[src/rtl/i2c_write_master.sv]
// i2c_write_master: single-master I2C write engine.
// Each accepted start issues START, {address,W}, data_0, data_1, STOP on an
// open-drain bus driven through scl_oe/sda_oe (1 = pull low, 0 = release).
// A NACK in any ACK slot sets the sticky ack_error and jumps straight to STOP.

module i2c_write_master #(
    parameter int CLK_DIV = 125
) (
    input  logic       clk,
    input  logic       rst,
    input  logic       start,
    input  logic [6:0] address,
    input  logic [7:0] data_0,
    input  logic [7:0] data_1,
    output logic       busy,
    output logic       ack_error,
    output logic       scl_oe,
    output logic       sda_oe,
    input  logic       sda_in
);

    localparam logic [15:0] DIV_LAST = 16'(CLK_DIV - 1);

    typedef enum logic [1:0] {
        ST_IDLE,
        ST_START,
        ST_BYTE,
        ST_STOP
    } state_t;

    state_t      state;
    logic [15:0] div_cnt;
    logic [1:0]  quarter;
    logic [3:0]  bit_idx;
    logic [1:0]  byte_idx;
    logic [23:0] shift;
    logic        tick;

    // Quarter-period tick fires on the last count of the divider.
    assign tick = (div_cnt == DIV_LAST);

    // Bus sequencer: every output is registered and set for the quarter being entered.
    always_ff @(posedge clk or posedge rst) begin
        if (rst) begin
            state     <= ST_IDLE;
            div_cnt   <= '0;
            quarter   <= '0;
            bit_idx   <= '0;
            byte_idx  <= '0;
            shift     <= '0;
            busy      <= 1'b0;
            ack_error <= 1'b0;
            scl_oe    <= 1'b0;
            sda_oe    <= 1'b0;
        end else begin
            case (state)
                ST_IDLE: begin
                    if (start) begin
                        shift     <= {address, 1'b0, data_0, data_1};
                        ack_error <= 1'b0;
                        busy      <= 1'b1;
                        state     <= ST_START;
                        div_cnt   <= '0;
                        quarter   <= '0;
                        bit_idx   <= '0;
                        byte_idx  <= '0;
                        scl_oe    <= 1'b0;
                        sda_oe    <= 1'b0;
                    end
                end
                default: begin
                    if (!tick) begin
                        div_cnt <= div_cnt + 16'd1;
                    end else begin
                        div_cnt <= '0;
                        quarter <= quarter + 2'd1;
                        case (state)
                            ST_START: begin
                                case (quarter)
                                    2'd0: sda_oe <= 1'b1;
                                    2'd3: begin
                                        state   <= ST_BYTE;
                                        bit_idx <= '0;
                                        scl_oe  <= 1'b1;
                                        sda_oe  <= ~shift[23];
                                        shift   <= {shift[22:0], 1'b0};
                                    end
                                    default: ;
                                endcase
                            end
                            ST_BYTE: begin
                                case (quarter)
                                    2'd1: scl_oe <= 1'b0;
                                    2'd2: begin
                                        if (bit_idx == 4'd8 && sda_in) begin
                                            ack_error <= 1'b1;
                                        end
                                    end
                                    2'd3: begin
                                        scl_oe <= 1'b1;
                                        if (bit_idx == 4'd8) begin
                                            if (ack_error || byte_idx == 2'd2) begin
                                                state  <= ST_STOP;
                                                sda_oe <= 1'b1;
                                            end else begin
                                                byte_idx <= byte_idx + 2'd1;
                                                bit_idx  <= '0;
                                                sda_oe   <= ~shift[23];
                                                shift    <= {shift[22:0], 1'b0};
                                            end
                                        end else if (bit_idx == 4'd7) begin
                                            bit_idx <= 4'd8;
                                            sda_oe  <= 1'b0;
                                        end else begin
                                            bit_idx <= bit_idx + 4'd1;
                                            sda_oe  <= ~shift[23];
                                            shift   <= {shift[22:0], 1'b0};
                                        end
                                    end
                                    default: ;
                                endcase
                            end
                            ST_STOP: begin
                                case (quarter)
                                    2'd0: scl_oe <= 1'b0;
                                    2'd1: sda_oe <= 1'b0;
                                    2'd3: begin
                                        state <= ST_IDLE;
                                        busy  <= 1'b0;
                                    end
                                    default: ;
                                endcase
                            end
                            default: ;
                        endcase
                    end
                end
            endcase
        end
    end

endmodule

[config.mk]
export PLATFORM = sky130hd
export DESIGN_NAME = i2c_write_master
export DESIGN_NICKNAME = d
export VERILOG_FILES = /design/src/rtl/i2c_write_master.sv
export SDC_FILE = /design/constraint.sdc
export NUM_CORES = 1
export LEC_CHECK = 0
export CAP_MARGIN = 20
export CORE_ASPECT_RATIO = 1.2
export CORE_MARGIN = 5
export CORE_UTILIZATION = 40
export DETAILED_ROUTE_END_ITERATION = 6
export GPL_TIMING_DRIVEN = 0
export PLACE_DENSITY = 0.61
export SYNTH_ARGS = -nofsm -noshare
export SYNTH_HDL_FRONTEND = slang
export SYNTH_SLANG_ARGS = --single-unit
[constraint.sdc]
create_clock -name clk -period 2.17 [get_ports clk]
set_input_delay 0.434 -clock clk [delete_from_list [all_inputs] [get_ports clk]]
set_output_delay 0.434 -clock clk [all_outputs]
set_load 0.005 [all_outputs]
Word level (Yosys, flattened, before mapping)
Cells that the tools add are included.
{"block": "totals", "in_bits": 27, "out_inout_bits": 4, "word_cells": 125, "register_bits": 54}
{"block": "classes", "muxes": 65, "addsub": 4, "eq_ne": 23, "bitwise_logic": 1, "reduce_logical": 22}
{"operator": "$mux W24", "n": 8}
{"operator": "$mux W16", "n": 3}
{"operator": "$pmux W24 S2", "n": 1}
{"operator": "$mux W2", "n": 17}
{"operator": "$mux W4", "n": 8}
{"operator": "$reduce_and A6 Y1", "n": 4}
{"operator": "$mux W1", "n": 22}
{"operator": "$add A16 B1 Y16 const B", "n": 1}
{"operator": "$eq A16 B7 Y1 const B", "n": 1}
{"operator": "$ne A4 B4 Y1 const B", "n": 4}
{"operator": "$reduce_bool A2 Y1", "n": 7}
{"operator": "$ne A3 B3 Y1 const B", "n": 4}
{"operator": "$eq A2 B2 Y1 const B", "n": 5}
{"operator": "$pmux W4 S2", "n": 1}
{"operator": "$reduce_and A8 Y1", "n": 1}
{"operator": "$reduce_and A7 Y1", "n": 1}
{"operator": "$ne A3 B1 Y1 const B", "n": 2}
{"operator": "$pmux W1 S3", "n": 2}
{"operator": "$pmux W2 S3", "n": 1}
{"operator": "$reduce_and A5 Y1", "n": 1}
{"operator": "$add A2 B1 Y2 const B", "n": 2}
{"operator": "$add A4 B1 Y4 const B", "n": 1}
{"operator": "$eq A2 B1 Y1 const B", "n": 2}
{"operator": "$eq A4 B3 Y1 const B", "n": 1}
{"operator": "other kinds (13)", "n": 15}

Depth between registers and ports, before layout
{"block": "logic_depth", "word_depth": 8, "depth_mapped": 10, "depth_no_buf": 7}

Worst setup path after synthesis
No wires, ideal clock.
{"block": "synth_path", "kind": "register -> register", "startpoint": "register state[0]", "endpoint": "register byte_idx[0]", "path_stages_with_launch": 9, "setup_slack_ns": 0.073, "path_buffers": 1, "arrival_time_ns": 1.972, "t_required_ns": 2.045, "setup_ns": 0.125, "synth_period_minus_slack_ns": 2.097, "cell_sequence": "dfrtp_1 inv_1 ha_1 buf_2 and4bb_2 nand4_2 nor4b_4 o22ai_1 mux2_2"}
{"block": "synth_between", "elab_chain_len": 3, "elab_cells_between_ends": 10, "classes_between": "eq/ne (3); mux (1); reduce/logical (6)"}
{"element": "start: declaration", "line": "31", "rtl": "state_t state;"}
{"element": "start signal: assignment", "line": "45", "rtl": "state <= ST_IDLE;"}
{"element": "start signal: assignment", "line": "62", "rtl": "state <= ST_START;"}
{"element": "start signal: assignment", "line": "82", "rtl": "state <= ST_BYTE;"}
{"element": "$logic_not A2 Y1 or $eq A2 B2 Y1 (tied branches)", "line": "56, 77"}
{"element": "$ne A2 B1 Y1 (no source line), or another cell as far along"}
{"element": "$reduce_and A6 Y1 (no source line)"}
{"element": "end signal: assignment", "line": "106", "rtl": "byte_idx <= byte_idx + 2'd1;"}
{"element": "end: declaration", "line": "35", "rtl": "logic [1:0] byte_idx;"}
Parallel ways exist; a longest one is shown, timed or not.
A chain may end at the register's enable or synchronous reset.

Worst setup path after layout
{"block": "layout_path", "startpoint": "register div_cnt[7]", "endpoint": "register scl_oe"}
{"block": "layout_between", "elab_chain_len": 3}
{"element": "start: declaration", "line": "32", "rtl": "logic [15:0] div_cnt;"}
{"element": "start signal: assignment", "line": "73", "rtl": "div_cnt <= div_cnt + 16'd1;"}
{"element": "$eq A16 B7 Y1", "line": "40", "rtl": "assign tick = (div_cnt == DIV_LAST);"}
{"element": "$reduce_bool A2 Y1 (no source line)"}
{"element": "$reduce_and A6 Y1 (no source line)"}
{"element": "end signal: assignment", "line": "53", "rtl": "scl_oe <= 1'b0;"}
{"element": "end signal: assignment", "line": "67", "rtl": "scl_oe <= 1'b0;"}
{"element": "end signal: assignment", "line": "84", "rtl": "scl_oe <= 1'b1;"}
{"element": "end: declaration", "line": "17", "rtl": "output logic scl_oe,"}
Every way passes these cells.

==> results.py <==
metrics = {
    "outcome": {
        "status": "complete, no violations",
    },
    "synth": {
        "syn_inst": 327,
        "syn_nets": 368,
        "async_reset_ff_frac": 1.000,
        "synth_simple_gate_area_frac": 0.1545,
        "synth_compound_area_frac": 0.2180,
        "synthFlopType": "dfrtp_1",
        "ys.warnings.count": 0,
        "synthXorXnorAreaFrac": 0.005560,
        "synth_area_um2": 3151,
        "synth_fa_ha_area_frac": 0.05560,
        "synth.avg_cell_area_um2": 9.635,
        "synth_top_family_by_area": "compound AO/OA/AOI/OAI gates",
        "synth.lib_cells_used.distinct": 49,
        "ys_ff_latch": 54,
        "synth_edf_count": 0,
        "synthMuxAreaShare": 0.08419,
        "synth-seq-area-share": 0.4289,
    },
    "detailed_routing": {
        "first_pass_iters": 4,
        "ant_nets": 0,
        "drcViolationCount": 0,
        "avgViaCountPerCell": 5.617,
        "drt_iter0_drc": 115,
        "routed_wl_um": 7579,
        "wl_per_cell_um": 16.06,
        "vias": 2651,
    },
    "worst_setup_path": {
        "worstSetupPathType": "reg -> reg",
        "cp_max_fo": 9,
        "path_cells": "buf_2, and4bb_2, a41oi_4, a2111oi_2, mux2_2",
        "worst_ep_arrival_time_ps": 2310,
        "cp.required_ps": 2380,
        "end_kind": "flip-flop",
        "critPathTopFamily": "compound AO/OA/AOI/OAI gates",
        "cpPeakStageDelay_ps": 440,
        "crit_buf_inv": 1,
        "critPathLaunchType": "flip-flop",
        "crit_path_top_delay_cell": "and4bb_2",
    },
    "clock_network": {
        "cts_tree": "built",
        "h-tree-depth": 2,
        "clock-sinks": 54,
        "clk_latency_ps": 320,
        "cts_buffers": 5,
        "cts_buffer_depth": 2,
        "root_buffer": "clkbuf_8",
        "clk_pin_slew_ps": 100,
    },
    "sta": {
        "drv_slew": 0,
        "period_needed_ps": 2095,
        "timing_hold_violations_final": 0,
        "setup_viol": 0,
        "relSlewSlack": 0.3566,
        "fin_skew_ps": 13.53,
        "fmax_mhz": 477.2,
        "worstMarginPinSlew_ps": 957.7,
        "timing.final.crit_share": 0.9657,
    },
    "cells_and_area": {
        "drive_gt1_frac": 0.1816,
        "fill_cells": 724,
        "antennaDiodeCount": 0,
        "multi_input_area_um2": 1689,
        "final_nets": 421,
        "area_growth_syn_to_layout_pct": 23.35,
        "fin_area_um2": 3886,
        "regArea_um2": 1353,
        "final_util": 0.5071,
    },
    "global_route": {
        "grt_pass1_vias": 2678,
        "grt_antenna_before_repair": 0,
        "grt_use_total": 0.1573,
        "grt_pass1_wl_um": 12780,
        "grt_max_degree": 39,
        "grt_remaining_overflow": 0,
    },
    "placement": {
        "io_buffers": 30,
        "dp_hpwl_um": 5344,
        "place.gp.congestion": 0.8175,
        "place_area_um2": 3586,
    },
    "power_and_ir_drop": {
        "ir_drop_mv": 0.5006,
        "p_int_uw": 2571,
        "combPwrFrac": 0.474,
        "p_per_area_nw_per_um2": 1079,
        "leakagePower_uw": 0.001646,
        "p_sw_frac": 0.3867,
        "clkPwrFrac": 0.172,
        "switchingPower_uw": 1621,
        "seqPwrFrac": 0.354,
    },
    "die": {
        "rows": 35,
        "die_area_um2": 9759,
        "core_um2": 7664,
        "fp.dieH_um": 107.2,
        "io_pins": 31,
        "die_w_um": 91.02,
        "start_util": 0.4111,
    },
    "job": {
        "max_cap_viol_count": 0,
    },
    "min_path": {
        "min_path_type": "in -> async",
    },
}
power groups by stage:
| stage | logic (µW) | clock network (µW) | registers (µW) |
|---|---|---|---|
| floorplan | 1370 | 0 | 1450 |
| global placement | 1770 | 0 | 1500 |
| detailed placement | 1800 | 0 | 1510 |
| CTS | 1920 | 733 | 1480 |
| global route | 2210 | 778 | 1530 |
| finish | 1990 | 720 | 1490 |
final cells by class:
type / instances / area share
clock buffers: 6 / 0.02125
flip-flops and latches: 54 / 0.3480
multi-input cells: 236 / 0.4346
clock inverters: 1 / 0.007727
inverters: 17 / 0.01642
plain buffers: 20 / 0.03091
well taps: 92 / 0.02962
repair buffers: 46 / 0.1114
synthesized netlist by cell type, types with 4 or more instances:
master	instances	area, µm²
nor2b_1	4	25.02
a21oi_1	56	280.3
o21ai_0	34	170.2
buf_2	8	40.04
inv_1	17	63.81
nor3_1	5	25.02
nand3_1	13	65.06
nand2_1	18	67.56
ha_1	14	175.2
clkbuf_1	9	33.78
dfrtp_1	54	1351
mux2_2	4	45.04
nand4_1	6	37.54
mux2i_1	22	220.2
nor2_1	10	37.54
what timing repair did:
item	CTS	global route
hold buffers	0	0
endpoints found under the setup margin	43	39
pin swaps	5	6
cloned	0	0
setup buffers	8	7
gates resized for setup	10	18
layout by cell type, fill, tap and decap left out, types with 2 or more instances in the layout:
master / Yosys / routed
mux2_2: 4 / 3
nor2b_1: 4 / 4
dfrtp_1: 54 / 53
nand4_4: 0 / 2
buf_4: 1 / 16
nor2_1: 10 / 9
nand4_1: 6 / 6
o22a_1: 2 / 2
mux2i_1: 22 / 22
and2_1: 3 / 3
a22o_1: 2 / 2
o31ai_1: 2 / 2
inv_1: 17 / 14
clkbuf_8: 0 / 6
inv_2: 0 / 3
a211oi_1: 2 / 2
buf_2: 8 / 7
clkdlybuf4s50_1: 0 / 30
and3_1: 2 / 2
a31oi_1: 3 / 3
and4bb_4: 0 / 2
nand3b_1: 2 / 2
nor3_1: 5 / 5
o22ai_2: 0 / 2
nand3_1: 13 / 13
a2111oi_2: 2 / 2
o21ai_0: 34 / 34
clkbuf_2: 0 / 8
a21oi_1: 56 / 56
ha_1: 14 / 13
and4_1: 3 / 3
buf_6: 2 / 3
nand2_1: 18 / 18
flip-flops by register name (all words and copies together), names as in the netlist:
| signal | cells |
|---|---|
| ack_error | 1 |
| bit_idx | 4 |
| busy | 1 |
| byte_idx | 2 |
| div_cnt | 16 |
| quarter | 2 |
| scl_oe | 1 |
| sda_oe | 1 |
| shift | 24 |
| state | 2 |
stage by stage:
stage                     total power, µW  hold slack (ps)  setup TNS [ps]  instances  worst slack (ps)
final                                4193            396.7               0        472             74.52
after global routing                 4511            427.1          -2.483        472            -2.483
after CTS                            4132            423.9          -40.01        465            -26.71
after detailed placement             3311            479.1           -7553        450            -250.2
after global placement               3273            474.0          -45590        449            -728.6
after floorplan                      2826            443.1               0        327             73.25
worst paths after layout:
path	start	endpoint	slack (ps)	cells after the start
hold / removal	rst	busy	400	2
hold reg to reg	div_cnt[15]	div_cnt[15]	490	1
min in group clk	div_cnt[15]	div_cnt[15]	490	1
max in group asynchronous	rst	div_cnt[6]	1210	3
setup / recovery	div_cnt[7]	scl_oe	70	5
setup reg to reg	div_cnt[7]	scl_oe	70	5
kinds of logic after synthesis:
logic type | count (synthesis)
AOI/OAI and AO/OA | 115
DFF | 54
adders and majority gates | 14
and+or+nand+nor | 79
xor gates and xnor gates | 2
muxes | 26
buffers and inverters | 37
routing by layer:
metal | track usage | part of all wire | up-vias
met5 | 0 | 0 | -
met4 | 0.04507 | 0.012 | 0
met3 | 0.03088 | 0.046 | 9
met2 | 0.2696 | 0.51 | 68
met1 | 0.2004 | 0.44 | 1272
li1 | - | - | 1302
No activity file was read; power rests on OpenSTA's default activity.
